===== src/rtl/bitonic_pkg.sv =====
// Shared types and index helpers for the bitonic sort sequencer.
// Holds the controller state encoding, the pass count and the pair addressing.
package bitonic_pkg;

  typedef enum logic [1:0] {
    LOAD  = 2'd0,
    SORT  = 2'd1,
    DRAIN = 2'd2
  } state_t;

  // Number of (k, j) passes in a full bitonic network of 2**logn words.
  function automatic int pass_count(input int logn);
    return logn * (logn + 1) / 2;
  endfunction

  // Lower index of pair p at stride 2**jl; the partner is lo | 2**jl.
  function automatic int pair_lo(input int p, input int jl);
    return ((p >> jl) << (jl + 1)) | (p & ((1 << jl) - 1));
  endfunction

endpackage


===== src/rtl/bitonic_cas_cell.sv =====
// Registered compare-exchange cell: o1/o2 update one cycle after an enabled issue.
// dir = 0 gives (min, max), dir = 1 gives (max, min); ties pass A/B straight through.
module bitonic_cas_cell #(
  parameter int W = 32
) (
  input  logic         clk,
  input  logic         rst,
  input  logic         enable,
  input  logic         dir,
  input  logic [W-1:0] a,
  input  logic [W-1:0] b,
  output logic [W-1:0] o1,
  output logic [W-1:0] o2
);

  logic swap;

  assign swap = dir ? (b > a) : (a > b);

  always_ff @(posedge clk or posedge rst) begin
    if (rst) begin
      o1 <= '0;
      o2 <= '0;
    end else if (enable) begin
      o1 <= swap ? b : a;
      o2 <= swap ? a : b;
    end
  end

endmodule


===== src/rtl/bitonic_sort_sequencer.sv =====
// Serial-load, in-place bitonic sorter built around one shared compare-exchange cell.
// LOAD accepts N words, SORT walks every (k, j, p) pair, DRAIN streams the result.
module bitonic_sort_sequencer
  import bitonic_pkg::*;
#(
  parameter int N = 8,
  parameter int W = 32
) (
  input  logic         clk,
  input  logic         rst,
  input  logic         in_valid,
  output logic         in_ready,
  input  logic [W-1:0] in_data,
  input  logic         in_desc,
  output logic         out_valid,
  input  logic         out_ready,
  output logic [W-1:0] out_data,
  output logic         busy
);

  localparam int LOGN   = $clog2(N);
  localparam int CW     = LOGN + 1;
  localparam int HALF   = N / 2;
  localparam int PASSES = pass_count(LOGN);
  localparam int PW     = $clog2(PASSES + 1);

  state_t          state_reg, state_next;
  logic [W-1:0]    mem_reg  [N];
  logic [W-1:0]    mem_next [N];
  logic [LOGN-1:0] wr_idx_reg, wr_idx_next;
  logic [LOGN-1:0] rd_idx_reg, rd_idx_next;
  logic            desc_reg, desc_next;
  logic [CW-1:0]   k_log_reg, k_log_next;
  logic [CW-1:0]   j_log_reg, j_log_next;
  logic [CW-1:0]   p_reg, p_next;
  logic [PW-1:0]   pass_reg, pass_next;
  logic [LOGN-1:0] wb_lo_reg, wb_hi_reg;
  logic            wb_valid_reg;

  logic [LOGN-1:0] lo, hi;
  logic [CW-1:0]   lo_ext;
  logic            cell_en, cell_dir;
  logic [W-1:0]    cell_o1, cell_o2;
  logic            in_fire, out_fire;

  assign in_fire  = in_valid && (state_reg == LOAD);
  assign out_fire = out_ready && (state_reg == DRAIN);

  // p_reg == HALF marks the bubble slot that lets the last writeback of a pass land.
  assign lo       = LOGN'(pair_lo(int'(p_reg), int'(j_log_reg)));
  assign hi       = lo | LOGN'(1 << j_log_reg);
  assign lo_ext   = CW'(lo);
  assign cell_dir = (|(lo_ext & (CW'(1) << k_log_reg))) ^ desc_reg;
  assign cell_en  = (state_reg == SORT) && (p_reg < CW'(HALF));

  bitonic_cas_cell #(.W(W)) u_cell (
    .clk    (clk),
    .rst    (rst),
    .enable (cell_en),
    .dir    (cell_dir),
    .a      (mem_reg[lo]),
    .b      (mem_reg[hi]),
    .o1     (cell_o1),
    .o2     (cell_o2)
  );

  // Loads and writebacks never coincide: writebacks only occur during SORT.
  for (genvar gi = 0; gi < N; gi++) begin : g_mem
    assign mem_next[gi] =
      (in_fire && (wr_idx_reg == LOGN'(gi)))      ? in_data :
      (wb_valid_reg && (wb_lo_reg == LOGN'(gi)))  ? cell_o1 :
      (wb_valid_reg && (wb_hi_reg == LOGN'(gi)))  ? cell_o2 :
                                                    mem_reg[gi];
  end

  always_comb begin
    state_next  = state_reg;
    wr_idx_next = wr_idx_reg;
    rd_idx_next = rd_idx_reg;
    desc_next   = desc_reg;
    k_log_next  = k_log_reg;
    j_log_next  = j_log_reg;
    p_next      = p_reg;
    pass_next   = pass_reg;
    case (state_reg)
      LOAD: begin
        if (in_fire) begin
          wr_idx_next = wr_idx_reg + 1'b1;
          if (wr_idx_reg == '0) desc_next = in_desc;
          if (wr_idx_reg == LOGN'(N - 1)) begin
            state_next = SORT;
            k_log_next = CW'(1);
            j_log_next = '0;
            p_next     = '0;
            pass_next  = '0;
          end
        end
      end
      SORT: begin
        if (p_reg == CW'(HALF)) begin
          p_next = '0;
          if (pass_reg == PW'(PASSES - 1)) begin
            state_next = DRAIN;
          end else begin
            pass_next = pass_reg + 1'b1;
            if (j_log_reg == '0) begin
              k_log_next = k_log_reg + 1'b1;
              j_log_next = k_log_reg;
            end else begin
              j_log_next = j_log_reg - 1'b1;
            end
          end
        end else begin
          p_next = p_reg + 1'b1;
        end
      end
      DRAIN: begin
        if (out_fire) begin
          rd_idx_next = rd_idx_reg + 1'b1;
          if (rd_idx_reg == LOGN'(N - 1)) state_next = LOAD;
        end
      end
      default: state_next = LOAD;
    endcase
  end

  always_ff @(posedge clk or posedge rst) begin
    if (rst) begin
      state_reg    <= LOAD;
      wr_idx_reg   <= '0;
      rd_idx_reg   <= '0;
      desc_reg     <= 1'b0;
      k_log_reg    <= '0;
      j_log_reg    <= '0;
      p_reg        <= '0;
      pass_reg     <= '0;
      wb_lo_reg    <= '0;
      wb_hi_reg    <= '0;
      wb_valid_reg <= 1'b0;
      for (int i = 0; i < N; i++) mem_reg[i] <= '0;
    end else begin
      state_reg    <= state_next;
      wr_idx_reg   <= wr_idx_next;
      rd_idx_reg   <= rd_idx_next;
      desc_reg     <= desc_next;
      k_log_reg    <= k_log_next;
      j_log_reg    <= j_log_next;
      p_reg        <= p_next;
      pass_reg     <= pass_next;
      wb_lo_reg    <= lo;
      wb_hi_reg    <= hi;
      wb_valid_reg <= cell_en;
      mem_reg      <= mem_next;
    end
  end

  assign in_ready  = (state_reg == LOAD);
  assign busy      = (state_reg == SORT);
  assign out_valid = (state_reg == DRAIN);
  assign out_data  = (state_reg == DRAIN) ? mem_reg[rd_idx_reg] : '0;

endmodule


===== config.mk =====
export PLATFORM = sky130hd
export DESIGN_NAME = bitonic_sort_sequencer
export DESIGN_NICKNAME = d
export VERILOG_FILES = /design/src/rtl/bitonic_pkg.sv /design/src/rtl/bitonic_cas_cell.sv /design/src/rtl/bitonic_sort_sequencer.sv
export SDC_FILE = /design/constraint.sdc
export NUM_CORES = 2
export LEC_CHECK = 0
export CELL_PAD_IN_SITES_DETAIL_PLACEMENT = 1
export CELL_PAD_IN_SITES_GLOBAL_PLACEMENT = 2
export CORE_UTILIZATION = 44
export CTS_BUF_LIST = sky130_fd_sc_hd__clkbuf_4 sky130_fd_sc_hd__clkbuf_8 sky130_fd_sc_hd__clkbuf_16
export DETAILED_ROUTE_END_ITERATION = 12
export PLACE_DENSITY = 0.85
export SYNTH_ARGS = -nofsm -noshare
export SYNTH_HDL_FRONTEND = slang
export SYNTH_HIERARCHICAL = 1
export SYNTH_SLANG_ARGS = --single-unit

===== constraint.sdc =====
create_clock -name clk -period 17.7 [get_ports clk]
set_input_delay 5.31 -clock clk [delete_from_list [all_inputs] [get_ports clk]]
set_output_delay 5.31 -clock clk [all_outputs]
set_load 0.02 [all_outputs]

# Word-level counts from Yosys, hierarchy flattened
# Index checks and enable logic that the tools add are counted.
# word_totals
regBits	351
latchBits	0
mem_bits_rw	0
rom_bits	0
input_bits	37
n_memories	0
# op_classes
addsub	8
mul	0
n_div	0
n_lt_le_gt_ge	6
n_eq_ne	34
shifts	5
n_mux	63
n_bitwise	8
reduce_logical	49
# ops
cell	count
32-bit 2-to-1 mux	33
32-bit binary-select mux with 3-bit select	3
32-bit > comparator	2
4-bit 2-to-1 mux	11
3-bit == test (second input constant)	14
32-bit by 5-bit << shifter with 3-bit output	1
4-bit by 4-bit right shift with 32-bit output	1
1-bit logical AND	27
4-bit one-hot mux with 2 select lines	3
3-bit nonzero test	8
3-bit by 2-bit == test with 1-bit output (second input constant)	6
2-bit by 1-bit inequality test with 1-bit output (second input constant)	7
4-bit greater-or-equal comparator (second input constant)	3
2-bit 2-to-1 mux	6
3-bit 2-to-1 mux	4
3-bit inverter with 4-bit output	3
6-bit AND reduction	2
3-bit by 1-bit adder with 3-bit output (second input constant)	3
3-bit by 1-bit == test with 1-bit output (second input constant)	3
3-bit logical NOT	3
4-bit by 1-bit adder with 4-bit output (second input constant)	2
1-bit by 4-bit << shifter with 3-bit output (first input constant)	2
3-bit bitwise OR	2
2-bit one-hot mux with 3 select lines	1
other kinds (21)	23

# Logic depth before layout (Yosys ltp)
# depth
ltp_word	12
depth_mapped	22
mapped_depth_nobuf	17

# Hierarchy
# Netlist, hierarchy kept.
# modules_own_cells
mod	instances	cells_each	area_each_um2	seq_area_each_um2
bitonic_sort_sequencer	1	2536	23346.1	7181.9
bitonic_cas_cell	1	445	4322.9	1601.5

# Least setup slack after synthesis
# No wires, ideal clock.
# synth_timing
path_kind	flip-flop to output port
startpoint	register rd_idx_reg[1]
endpoint	output out_data[29]
arrival_ns	1.816
required_time_ns	12.390
setup_slack_ns	10.574
path_stages_with_launch	7
n_path_buf	3
cell_sequence	dfrtp_1 > buf_2 > buf_2 > buf_1 > mux4_2 > mux2i_1 > nor2_1
# synth_via
elab_chain_len	5
# synth_lines
item	line	rtl
start, declared	bitonic_sort_sequencer.sv:31	logic [LOGN-1:0] rd_idx_reg, rd_idx_next;
start signal, assigned	bitonic_sort_sequencer.sv:144	rd_idx_reg <= rd_idx_next;
3-bit inverter with 4-bit output (implied by the code)	bitonic_sort_sequencer.sv:160	assign out_data = (state_reg == DRAIN) ? mem_reg[rd_idx_reg] : '0;
32-bit binary-select mux with 3-bit select	bitonic_sort_sequencer.sv:160	
32-bit 2-to-1 mux (implied by the code) (2 in a row)	bitonic_sort_sequencer.sv:160	
32-bit 2-to-1 mux	bitonic_sort_sequencer.sv:160	
end, declared	bitonic_sort_sequencer.sv:17	output logic [W-1:0] out_data,
# Every way passes these cells. The select of a mux whose other input is x is not followed.

# Worst setup path after layout
# layout_timing
startpoint	register rd_idx_reg[0]
endpoint	output out_data[31]
# The elaborated chain is that of the path after synthesis.

==> metrics <==
outcome=finished clean; Hold Worst Slack=0.527 ns; max reg flops=256; first-pass GRT wire length=157000 um; worst setup path end=out_data[31]; WP data arrival=4.10 ns; placer congestion estimate=0.823; Ys Warns=6; Mapped Avg Cell Area=9.28 um2; Hold/Removal Path Class=reg2reg; Avg Vias per Cell=6.38; Detailed Route Iter0 Violations=1424; post-detail-place hpwl=59800 um; number of flops mapped to enable cells by yosys=0; RSZ-0062 raised after global routing=false; sequential share of the synthesized area=0.317; #FFs+latches synth=351; DR WL/cell=27.2 um; Final TNS setup=0 ns; Area Growth Syn to Fin=8.87%; I/O pin total=72; slew at the pin closest to its max-slew limit=1.04 ns; clock tree root driver cell=clkbuf_16; CTS Hold Bufs=0; share of cells above drive strength 1=0.121; syn nets=3066; first drt pass iteration count=5; final setup margin=8.29 ns; Reg-to-Reg Start=j_log_reg[0]; Setup CP Type=reg2out; largest net degree at the start of global routing=162; buffers inserted by post-CTS timing repair=0; Final Cycle Share=0.531; Die Y=253 um; Final Hold Violating Endpoints=0; total number of vias=23.6k; Mapped Cells=2981; CP startpoint=rd_idx_reg[0]; crit path time final=9.41 ns; Max FO, Critical Path=37; Setup crit start kind=register; initial antenna violation count=0; Max Fclk=0.106 GHz; total grt overflow=0; clock-pin slew on the worst setup and hold paths=0.06 ns; reg2reg setup slack=9.59 ns; CTS HTree Levels=2; relative slew slack=0.307; site row count=91; post-cts sizing count=0; mapped cell area=27700 um2; Worst EP required=12.39 ns; vias in the first global route=25.6k; endpoints failing setup=0; Worst Reg2Reg Path Length in Cells=19; pre-CTS setup slack=8.95 ns; Post-synth top flop=dfrtp_1; Core Region=61900 um2; Cell variety after synth=70; Final ANT Viol Nets=0; CTS Sinks=351; CTS tree=yes; crit path capture type=output port; GRT Util Overall=0.321; Port Buf Inserts=71; final-report max-slew violation count=0; Nets=2918; die area=63900 um2; Num CTS Buffers=46; Synth async-reset ratio=1.00; Worst Skew=0.0211 ns; Die X=253 um; Initial Util=0.447; CTS max path bufs=3; worst skew pair latency=0.60 ns; max-cap violation count=0; reg2reg end=u_cell/o2[25]; Total Routed Length=101000 um; # DRC=0
cells in the mapped netlist, types with 48 or more instances:
cell,count,area [um2]
mux2i_1,673,6740
nand2_1,445,1670
dfrtp_1,351,8780
o21ai_0,327,1640
clkbuf_1,203,762
inv_1,113,424
nor2_1,111,417
o21ai_1,70,350
a21o_1,69,518
mux2_2,68,766
a211oi_1,66,495
mux4_2,64,1440
buf_2,60,300
ha_1,48,601
worst min path at each step:
stage                       from      endpoint  slack, ns  cells past startpoint
global route        mem_reg[198]  mem_reg[198]       0.55                      2
floorplan            pass_reg[1]   pass_reg[1]       0.47                      2
CTS                   mem_reg[5]    mem_reg[5]       0.53                      1
detailed placement   pass_reg[1]   pass_reg[1]       0.52                      2
global placement     pass_reg[1]   pass_reg[1]       0.49                      2
finish                mem_reg[5]    mem_reg[5]       0.53                      1
critical path: stages (launching register included):
cell and delay [ns]:
dfrtp_4 0.87, buf_4 0.85, mux4_2 0.61, mux2i_1 0.42
nor2_1 0.10, clkdlybuf4s50_1 0.57
cell type report:
type,instances,area (um2)
fillers,6993,31800
multi-input cells,2198,17100
flip-flops and latches,351,8790
clock buffers,74,1520
repair buffers,122,1130
well taps,837,1050
inverters,114,435
clock inverters,8,92.6
diodes,1,2.50
metrics by stage:
| step | utilization | area, um2 | instances |
|---|---|---|---|
| after floorplan | - | 27700 | 2981 |
| after global placement | 0.460 | 28500 | 3622 |
| after detailed placement | 0.460 | 28500 | 3622 |
| after CTS | 0.486 | 30100 | 3704 |
| after global routing | 0.486 | 30100 | 3704 |
| final | 0.486 | 30100 | 3705 |
metal layers:
layer / part of all wire / vias up / global-route usage
met4: 0.036 / 0 / 0.124
met2: 0.49 / 689 / 0.545
li1: - / 10400 / -
met3: 0.045 / 253 / 0.0398
met1: 0.43 / 12300 / 0.415
met5: 0 / - / 0
cells in the final DEF, fill, tap and decap left out, types with 4 or more instances in the layout:
| cell | Yosys | layout |
|---|---|---|
| mux2i_1 | 673 | 673 |
| nand2_1 | 445 | 438 |
| dfrtp_1 | 351 | 348 |
| o21ai_0 | 327 | 327 |
| nor2_1 | 111 | 111 |
| inv_1 | 113 | 111 |
| clkdlybuf4s50_1 | 0 | 71 |
| o21ai_1 | 70 | 69 |
| a21o_1 | 69 | 69 |
| mux2_2 | 68 | 68 |
| a211oi_1 | 66 | 66 |
| mux4_2 | 64 | 64 |
| clkbuf_16 | 0 | 49 |
| ha_1 | 48 | 48 |
| buf_4 | 13 | 48 |
| nand4_1 | 43 | 43 |
| o221ai_2 | 37 | 37 |
| o211ai_1 | 34 | 34 |
| o221ai_1 | 27 | 27 |
| a21oi_1 | 19 | 19 |
| clkbuf_8 | 0 | 17 |
| nand3_1 | 12 | 11 |
| clkbuf_4 | 0 | 8 |
| nand2_2 | 0 | 6 |
| nor2b_1 | 5 | 5 |
| xor2_1 | 5 | 5 |
| nor3_1 | 6 | 5 |
| clkinv_2 | 0 | 5 |
| o31ai_1 | 4 | 4 |
| xnor2_1 | 4 | 4 |
| nor4_1 | 4 | 4 |
kinds of logic after synthesis:
group           synth area share
buf+inv                   0.0726
compound gates             0.159
flops                      0.317
xor+xnor                 0.00285
simple gates               0.102
fa+ha+maj                 0.0217
mux                        0.324
Power is left out: the tool's default activity adds up to more than one toggle a clock period on the data nets, which glitch-free logic cannot reach.
